File: config.mk
export PLATFORM = sky130hd
export DESIGN_NAME = sequential_alu_flat
export DESIGN_NICKNAME = d
export VERILOG_FILES = /design/src/rtl/alu_pkg.sv /design/src/rtl/sequential_alu_if.sv /design/src/rtl/alu_flag_gen.sv /design/src/rtl/sequential_alu.sv /design/src/flat_wrapper.sv
export SDC_FILE = /design/constraint.sdc
export NUM_CORES = 1
export LEC_CHECK = 0
export CAP_MARGIN = 20
export CORE_MARGIN = 2
export CORE_UTILIZATION = 54
export DETAILED_ROUTE_END_ITERATION = 16
export GPL_ROUTABILITY_DRIVEN = 0
export HOLD_SLACK_MARGIN = 0.05
export PLACE_DENSITY = 0.73
export SLEW_MARGIN = 15
export SYNTH_ARGS = -nofsm -noshare
export SYNTH_HDL_FRONTEND = slang
export SYNTH_SLANG_ARGS = --single-unit
export TNS_END_PERCENT = 20
File: constraint.sdc
create_clock -name clk -period 4.3 [get_ports clk]
set_input_delay 0.645 -clock clk [delete_from_list [all_inputs] [get_ports clk]]
set_output_delay 0.645 -clock clk [all_outputs]
set_load 0.02 [all_outputs]
File: src/rtl/alu_pkg.sv
// Shared types for the sequential ALU: opcode and FSM state encodings,
// plus bit positions of the NZCV flags inside flags_out.
package alu_pkg;

  typedef enum logic [2:0] {
    ALU_ADD = 3'b000,
    ALU_SUB = 3'b001,
    ALU_AND = 3'b010,
    ALU_OR  = 3'b011,
    ALU_XOR = 3'b100,
    ALU_SHL = 3'b101,
    ALU_SHR = 3'b110,
    ALU_MUL = 3'b111
  } alu_op_t;

  localparam int FLAG_N = 3;
  localparam int FLAG_Z = 2;
  localparam int FLAG_C = 1;
  localparam int FLAG_V = 0;

  typedef enum logic [1:0] {
    IDLE = 2'b00,
    EXEC = 2'b01,
    DONE = 2'b10
  } alu_state_t;

endpackage

File: src/rtl/sequential_alu_if.sv
// Request/response bundle between the datapath controller and the ALU.
// The master issues operations; the slave (the ALU) returns result and flags.
interface sequential_alu_if #(
  parameter int DATA_WIDTH = 16
);

  logic                  start;
  logic [2:0]            opcode;
  logic [DATA_WIDTH-1:0] a;
  logic [DATA_WIDTH-1:0] b;
  logic                  set_flags;
  logic                  busy;
  logic                  done;
  logic [DATA_WIDTH-1:0] result;
  logic [3:0]            flags_out;
  logic                  flags_reg_write_enable;

  modport master (
    output start, opcode, a, b, set_flags,
    input  busy, done, result, flags_out, flags_reg_write_enable
  );

  modport slave (
    input  start, opcode, a, b, set_flags,
    output busy, done, result, flags_out, flags_reg_write_enable
  );

endinterface

File: src/rtl/alu_flag_gen.sv
// Combinational NZCV generation from the final result and the per-op
// carry / shift-out / high-half-nonzero indications.
module alu_flag_gen
  import alu_pkg::*;
#(
  parameter int DATA_WIDTH = 16
) (
  input  alu_op_t               op,
  input  logic                  a_msb,
  input  logic                  b_msb,
  input  logic [DATA_WIDTH-1:0] result,
  input  logic                  carry,
  input  logic                  shift_out,
  input  logic                  mul_hi_nz,
  output logic [3:0]            flags
);

  logic r_msb;
  assign r_msb = result[DATA_WIDTH-1];

  always_comb begin
    flags         = 4'b0000;
    flags[FLAG_N] = r_msb;
    flags[FLAG_Z] = (result == '0);
    case (op)
      ALU_ADD: begin
        flags[FLAG_C] = carry;
        flags[FLAG_V] = (a_msb == b_msb) && (r_msb != a_msb);
      end
      ALU_SUB: begin
        // carry here is the no-borrow bit of a + ~b + 1
        flags[FLAG_C] = carry;
        flags[FLAG_V] = (a_msb != b_msb) && (r_msb != a_msb);
      end
      ALU_SHL, ALU_SHR: flags[FLAG_C] = shift_out;
      ALU_MUL:          flags[FLAG_C] = mul_hi_nz;
      default: ;
    endcase
  end

endmodule

File: src/rtl/sequential_alu.sv
// Multi-cycle integer ALU: one-cycle logic/arithmetic ops, bit-serial shifts
// and a shift-add multiplier behind a common start/busy/done handshake.
module sequential_alu
  import alu_pkg::*;
#(
  parameter int DATA_WIDTH = 16
) (
  input logic             clk,
  input logic             rst,
  sequential_alu_if.slave bus
);

  localparam int W     = DATA_WIDTH;
  localparam int CNT_W = ($clog2(W) > 4) ? $clog2(W) : 4;

  alu_state_t       state_reg, state_next;
  logic [CNT_W-1:0] cnt_reg, cnt_next;
  alu_op_t          op_reg, op_next;
  logic [W-1:0]     a_reg, a_next;
  logic [W-1:0]     b_reg, b_next;
  logic             set_flags_reg, set_flags_next;
  logic [W-1:0]     work_reg, work_next;
  logic [2*W-1:0]   mcand_reg, mcand_next;
  logic [W-1:0]     mplier_reg, mplier_next;
  logic [2*W-1:0]   prod_reg, prod_next;
  logic [W-1:0]     result_reg, result_next;
  logic [3:0]       flags_reg, flags_next;

  logic [W:0]       sum_ext;
  logic [W:0]       diff_ext;
  logic [3:0]       shift_amt;
  logic [W-1:0]     shl_step;
  logic [W-1:0]     shr_step;
  logic [2*W-1:0]   prod_step;
  logic [W-1:0]     final_result;
  logic             carry;
  logic             shift_out;
  logic             mul_hi_nz;
  logic [3:0]       flags_calc;
  alu_op_t          start_op;
  logic [3:0]       start_amt;

  assign sum_ext   = {1'b0, a_reg} + {1'b0, b_reg};
  assign diff_ext  = {1'b0, a_reg} + {1'b0, ~b_reg} + (W+1)'(1);
  assign shift_amt = b_reg[3:0];
  assign shl_step  = {work_reg[W-2:0], 1'b0};
  assign shr_step  = {1'b0, work_reg[W-1:1]};
  assign prod_step = prod_reg + (mplier_reg[0] ? mcand_reg : '0);
  assign start_op  = alu_op_t'(bus.opcode);
  assign start_amt = bus.b[3:0];

  // Value the result register takes on the last EXEC cycle; multi-cycle ops
  // fold their final iteration in here so no extra cycle is spent.
  always_comb begin
    final_result = '0;
    carry        = 1'b0;
    shift_out    = 1'b0;
    mul_hi_nz    = 1'b0;
    case (op_reg)
      ALU_ADD: begin
        final_result = sum_ext[W-1:0];
        carry        = sum_ext[W];
      end
      ALU_SUB: begin
        final_result = diff_ext[W-1:0];
        carry        = diff_ext[W];
      end
      ALU_AND: final_result = a_reg & b_reg;
      ALU_OR:  final_result = a_reg | b_reg;
      ALU_XOR: final_result = a_reg ^ b_reg;
      ALU_SHL: begin
        if (shift_amt == 4'd0) begin
          final_result = work_reg;
        end else begin
          final_result = shl_step;
          shift_out    = work_reg[W-1];
        end
      end
      ALU_SHR: begin
        if (shift_amt == 4'd0) begin
          final_result = work_reg;
        end else begin
          final_result = shr_step;
          shift_out    = work_reg[0];
        end
      end
      ALU_MUL: begin
        final_result = prod_step[W-1:0];
        mul_hi_nz    = |prod_step[2*W-1:W];
      end
      default: ;
    endcase
  end

  alu_flag_gen #(
    .DATA_WIDTH(W)
  ) u_flag_gen (
    .op        (op_reg),
    .a_msb     (a_reg[W-1]),
    .b_msb     (b_reg[W-1]),
    .result    (final_result),
    .carry     (carry),
    .shift_out (shift_out),
    .mul_hi_nz (mul_hi_nz),
    .flags     (flags_calc)
  );

  always_comb begin
    state_next     = state_reg;
    cnt_next       = cnt_reg;
    op_next        = op_reg;
    a_next         = a_reg;
    b_next         = b_reg;
    set_flags_next = set_flags_reg;
    work_next      = work_reg;
    mcand_next     = mcand_reg;
    mplier_next    = mplier_reg;
    prod_next      = prod_reg;
    result_next    = result_reg;
    flags_next     = flags_reg;

    case (state_reg)
      IDLE: begin
        if (bus.start) begin
          state_next     = EXEC;
          op_next        = start_op;
          a_next         = bus.a;
          b_next         = bus.b;
          set_flags_next = bus.set_flags;
          work_next      = bus.a;
          mcand_next     = {{W{1'b0}}, bus.a};
          mplier_next    = bus.b;
          prod_next      = '0;
          // Counter holds the number of EXEC cycles remaining after this one.
          case (start_op)
            ALU_SHL, ALU_SHR:
              cnt_next = (start_amt == 4'd0) ? '0 : CNT_W'(start_amt) - CNT_W'(1);
            ALU_MUL:
              cnt_next = CNT_W'(W - 1);
            default:
              cnt_next = '0;
          endcase
        end
      end
      EXEC: begin
        if (op_reg == ALU_SHL) work_next = shl_step;
        if (op_reg == ALU_SHR) work_next = shr_step;
        if (op_reg == ALU_MUL) begin
          prod_next   = prod_step;
          mcand_next  = mcand_reg << 1;
          mplier_next = mplier_reg >> 1;
        end
        if (cnt_reg == '0) begin
          state_next  = DONE;
          result_next = final_result;
          flags_next  = flags_calc;
        end else begin
          cnt_next = cnt_reg - CNT_W'(1);
        end
      end
      DONE:    state_next = IDLE;
      default: state_next = IDLE;
    endcase
  end

  always_ff @(posedge clk or negedge rst) begin
    if (!rst) begin
      state_reg     <= IDLE;
      cnt_reg       <= '0;
      op_reg        <= ALU_ADD;
      a_reg         <= '0;
      b_reg         <= '0;
      set_flags_reg <= 1'b0;
      work_reg      <= '0;
      mcand_reg     <= '0;
      mplier_reg    <= '0;
      prod_reg      <= '0;
      result_reg    <= '0;
      flags_reg     <= '0;
    end else begin
      state_reg     <= state_next;
      cnt_reg       <= cnt_next;
      op_reg        <= op_next;
      a_reg         <= a_next;
      b_reg         <= b_next;
      set_flags_reg <= set_flags_next;
      work_reg      <= work_next;
      mcand_reg     <= mcand_next;
      mplier_reg    <= mplier_next;
      prod_reg      <= prod_next;
      result_reg    <= result_next;
      flags_reg     <= flags_next;
    end
  end

  assign bus.busy                   = (state_reg != IDLE);
  assign bus.done                   = (state_reg == DONE);
  assign bus.result                 = result_reg;
  assign bus.flags_out              = flags_reg;
  assign bus.flags_reg_write_enable = (state_reg == DONE) && set_flags_reg;

endmodule

File: src/flat_wrapper.sv
// flat-port wrapper written by rule: the top's interface ports become plain ports
module sequential_alu_flat import alu_pkg::*;
#(
  parameter int DATA_WIDTH = 16
)
  (clk, rst, bus_start, bus_opcode, bus_a, bus_b, bus_set_flags, bus_busy, bus_done, bus_result, bus_flags_out, bus_flags_reg_write_enable);
  sequential_alu_if #(.DATA_WIDTH(DATA_WIDTH)) bus_i ();
  input logic clk;
  input logic rst;
  input wire logic [$bits(bus_i.start)-1:0] bus_start;
  input wire logic [$bits(bus_i.opcode)-1:0] bus_opcode;
  input wire logic [$bits(bus_i.a)-1:0] bus_a;
  input wire logic [$bits(bus_i.b)-1:0] bus_b;
  input wire logic [$bits(bus_i.set_flags)-1:0] bus_set_flags;
  output wire logic [$bits(bus_i.busy)-1:0] bus_busy;
  output wire logic [$bits(bus_i.done)-1:0] bus_done;
  output wire logic [$bits(bus_i.result)-1:0] bus_result;
  output wire logic [$bits(bus_i.flags_out)-1:0] bus_flags_out;
  output wire logic [$bits(bus_i.flags_reg_write_enable)-1:0] bus_flags_reg_write_enable;
  assign bus_i.start = bus_start;
  assign bus_i.opcode = bus_opcode;
  assign bus_i.a = bus_a;
  assign bus_i.b = bus_b;
  assign bus_i.set_flags = bus_set_flags;
  assign bus_busy = bus_i.busy;
  assign bus_done = bus_i.done;
  assign bus_result = bus_i.result;
  assign bus_flags_out = bus_i.flags_out;
  assign bus_flags_reg_write_enable = bus_i.flags_reg_write_enable;
  sequential_alu #(.DATA_WIDTH(DATA_WIDTH)) u_core (.clk(clk), .rst(rst), .bus(bus_i));
endmodule
==> impl_results.md <==
- Run status: completed
- Critical path class: register to register
- Worst-path clk slew: 70 ps
- Total gr overflow: 0
- Root buf cell: clkbuf_16
- Die area: 22300 sq um
- DR DRC count: 0
- Later-pin clock latency in the skew report: 440 ps
- Area of the core: 20900 sq um
- Leakage power: 5.94 nW
- Max cap viols: 0
- Synthesized area: 11400 sq um
- Critical Path AT: 4280 ps
- Setup Skew: 10.7 ps
- Cts hold-fix bufs: 0
- WL final: 33.7 mm
- Post-Layout Cell Count: 1706
- Final Util: 0.617
- Placed inst area: 12300 sq um
- Core Rows: 53
- Worst endpoint required time: 4680 ps
- 1st-iter DRT viols: 1411
- CTS HTree Levels: 4
- Startpoint types: register
- Vias in the first global route: 10.2k
- Hold WS: 318 ps
- CTS max path bufs: 2
- Yosys reg bits: 157
- First-pass GRT wire length: 54.6 mm
- Placed Cells incl. Taps: 1674
- Final hold violations: 0
- Vias per cell: 6.33
- Largest net degree at the start of global routing: 100
- Syn Nets: 1521
- Vias: 10.8k
- Synth-to-Final Area Change: 13.0%
- Setup TNS: 0 ps
- DR WL/cell: 19.8 um
- Io pins: 62
- Antenna cell count: 0
- Headroom to the max-slew limit: 0.258
- VDD IR-drop max: 0.424 mV
- Total iterations of the first detailed-routing run: 6
- Power Total: 10.0 mW
- Initial core utilization: 0.546
- Final worst-path cycle share: 0.908
- Post-cts sizing count: 0
- Cell count after synthesis: 1398
- Final WS setup: 397 ps
- DP Worst Slack: 509 ps
- Horiz. Die Dim: 149 um
- Crit path time final: 3900 ps
- Most frequent cells in the layout: 234 x nand2_1, 161 x o21ai_0, 157 x dfrtp_1, 85 x a21oi_1, 81 x ha_1
- Min-delay worst type: primary input to asynchronous set/reset pin
- Crit path max fanout: 6
- Synthesized area per cell: 8.16 sq um
- Seq/Total Area, Yosys: 0.344
- # clock sinks: 157
- Tot GR Track Use: 0.311
- Commonest non-fill, non-tap cell in the layout: nand2_1
- Design Area, Final: 12900 sq um
- PortBufs: 61
- Fmax: 256 MHz
- Async S/R FF share, synth: 1.00
- R2R depth: 14
- Fin. max-slew vios: 0
- Synth Flop Type: dfrtp_1
- Initial antenna violation count: 2
- Post-CTS setup buffers: 0
- TritonCTS Buffers: 17
- Layout Nets: 1541
- Final setup fails: 0
- Post-route ant nets: 0
- RSZ-0062 raised after global routing: no
- Critical path endpoint category: register
- CTS tree: done
- Die height: 149 um
- Number of distinct library cells after synthesis: 78
- Share of layout cells above drive strength 1: 0.0657
- Post-DP HPWL: 24.4 mm
- Worst-Margin Slew: 1100 ps
- Pwr dens: 779 nW/um^2
- Syn. warnings: 0
- Post-synth EDFFs: 0
[per-layer routing]
metal / part of all wire / global-route usage / vias up
met5: 0.00036 / 0 / -
met4: 0.041 / 0.129 / 2
met3: 0.099 / 0.0700 / 118
met2: 0.42 / 0.449 / 556
met1: 0.44 / 0.448 / 5133
li1: - / - / 4983
[critical path, stage by stage (launching register included)]
cell      delay [ps]
dfrtp_1          440
and2_1           180
ha_1             210
inv_1             80
fa_1             410
nand2b_1         180
a21oi_1          220
o31a_1           300
a41o_1           280
xnor2_2          130
nor2_1            80
or3_1            390
or4_1            610
nor4_2           160
a32o_1           190
[cell families after synthesis]
family / share of synthesized area
AND/OR/NAND/NOR: 0.190
adder cells (fa/ha/maj): 0.0941
XOR/XNOR: 0.0352
flip-flops: 0.344
AO/OA/AOI/OAI: 0.239
multiplexers: 0.0429
buffers and inverters: 0.0536
[worst paths after layout]
| check | start | end | slack [ps] |
|---|---|---|---|
| setup / recovery | u_core.mplier_reg[0] | u_core.bus.flags_out[2] | 400 |
| hold / removal | rst | u_core.bus.result[6] | 320 |
| setup reg to reg | u_core.mplier_reg[0] | u_core.bus.flags_out[2] | 400 |
| hold reg to reg | u_core.bus.result[11] | u_core.bus.result[11] | 470 |
| max in group asynchronous | rst | u_core.a_reg[4] | 3100 |
| min in group clk | u_core.bus.result[11] | u_core.bus.result[11] | 470 |
[report_power, final]
group	total, mW	internal, mW	switching, mW
registers	2.55	2.01	0.542
clock network	1.68	1.01	0.675
logic	5.81	2.21	3.60
total	10.0	5.23	4.82
[cell type report]
type,instances,area [sq um]
Fill cell,1832,8000
Inverter,69,259
Multi-Input combinational cell,1085,6880
Tap cell,275,344
Clock inverter,13,189
Timing Repair Buffer,88,835
Sequential cell,157,3930
Clock buffer,19,453
[synth_stat cells (26+ instances only)]
cell / instances / area share
a21o_1: 26 / 0.017
a21oi_1: 85 / 0.037
a22oi_1: 26 / 0.017
and2_1: 36 / 0.020
clkbuf_1: 68 / 0.022
dfrtp_1: 157 / 0.34
ha_1: 81 / 0.089
inv_1: 69 / 0.023
mux2i_1: 32 / 0.028
nand2_1: 234 / 0.077
nand3_1: 48 / 0.021
nor2_1: 74 / 0.024
o21ai_0: 161 / 0.071
xnor2_1: 29 / 0.022
Note: power is estimated with default switching activity, not from simulation.
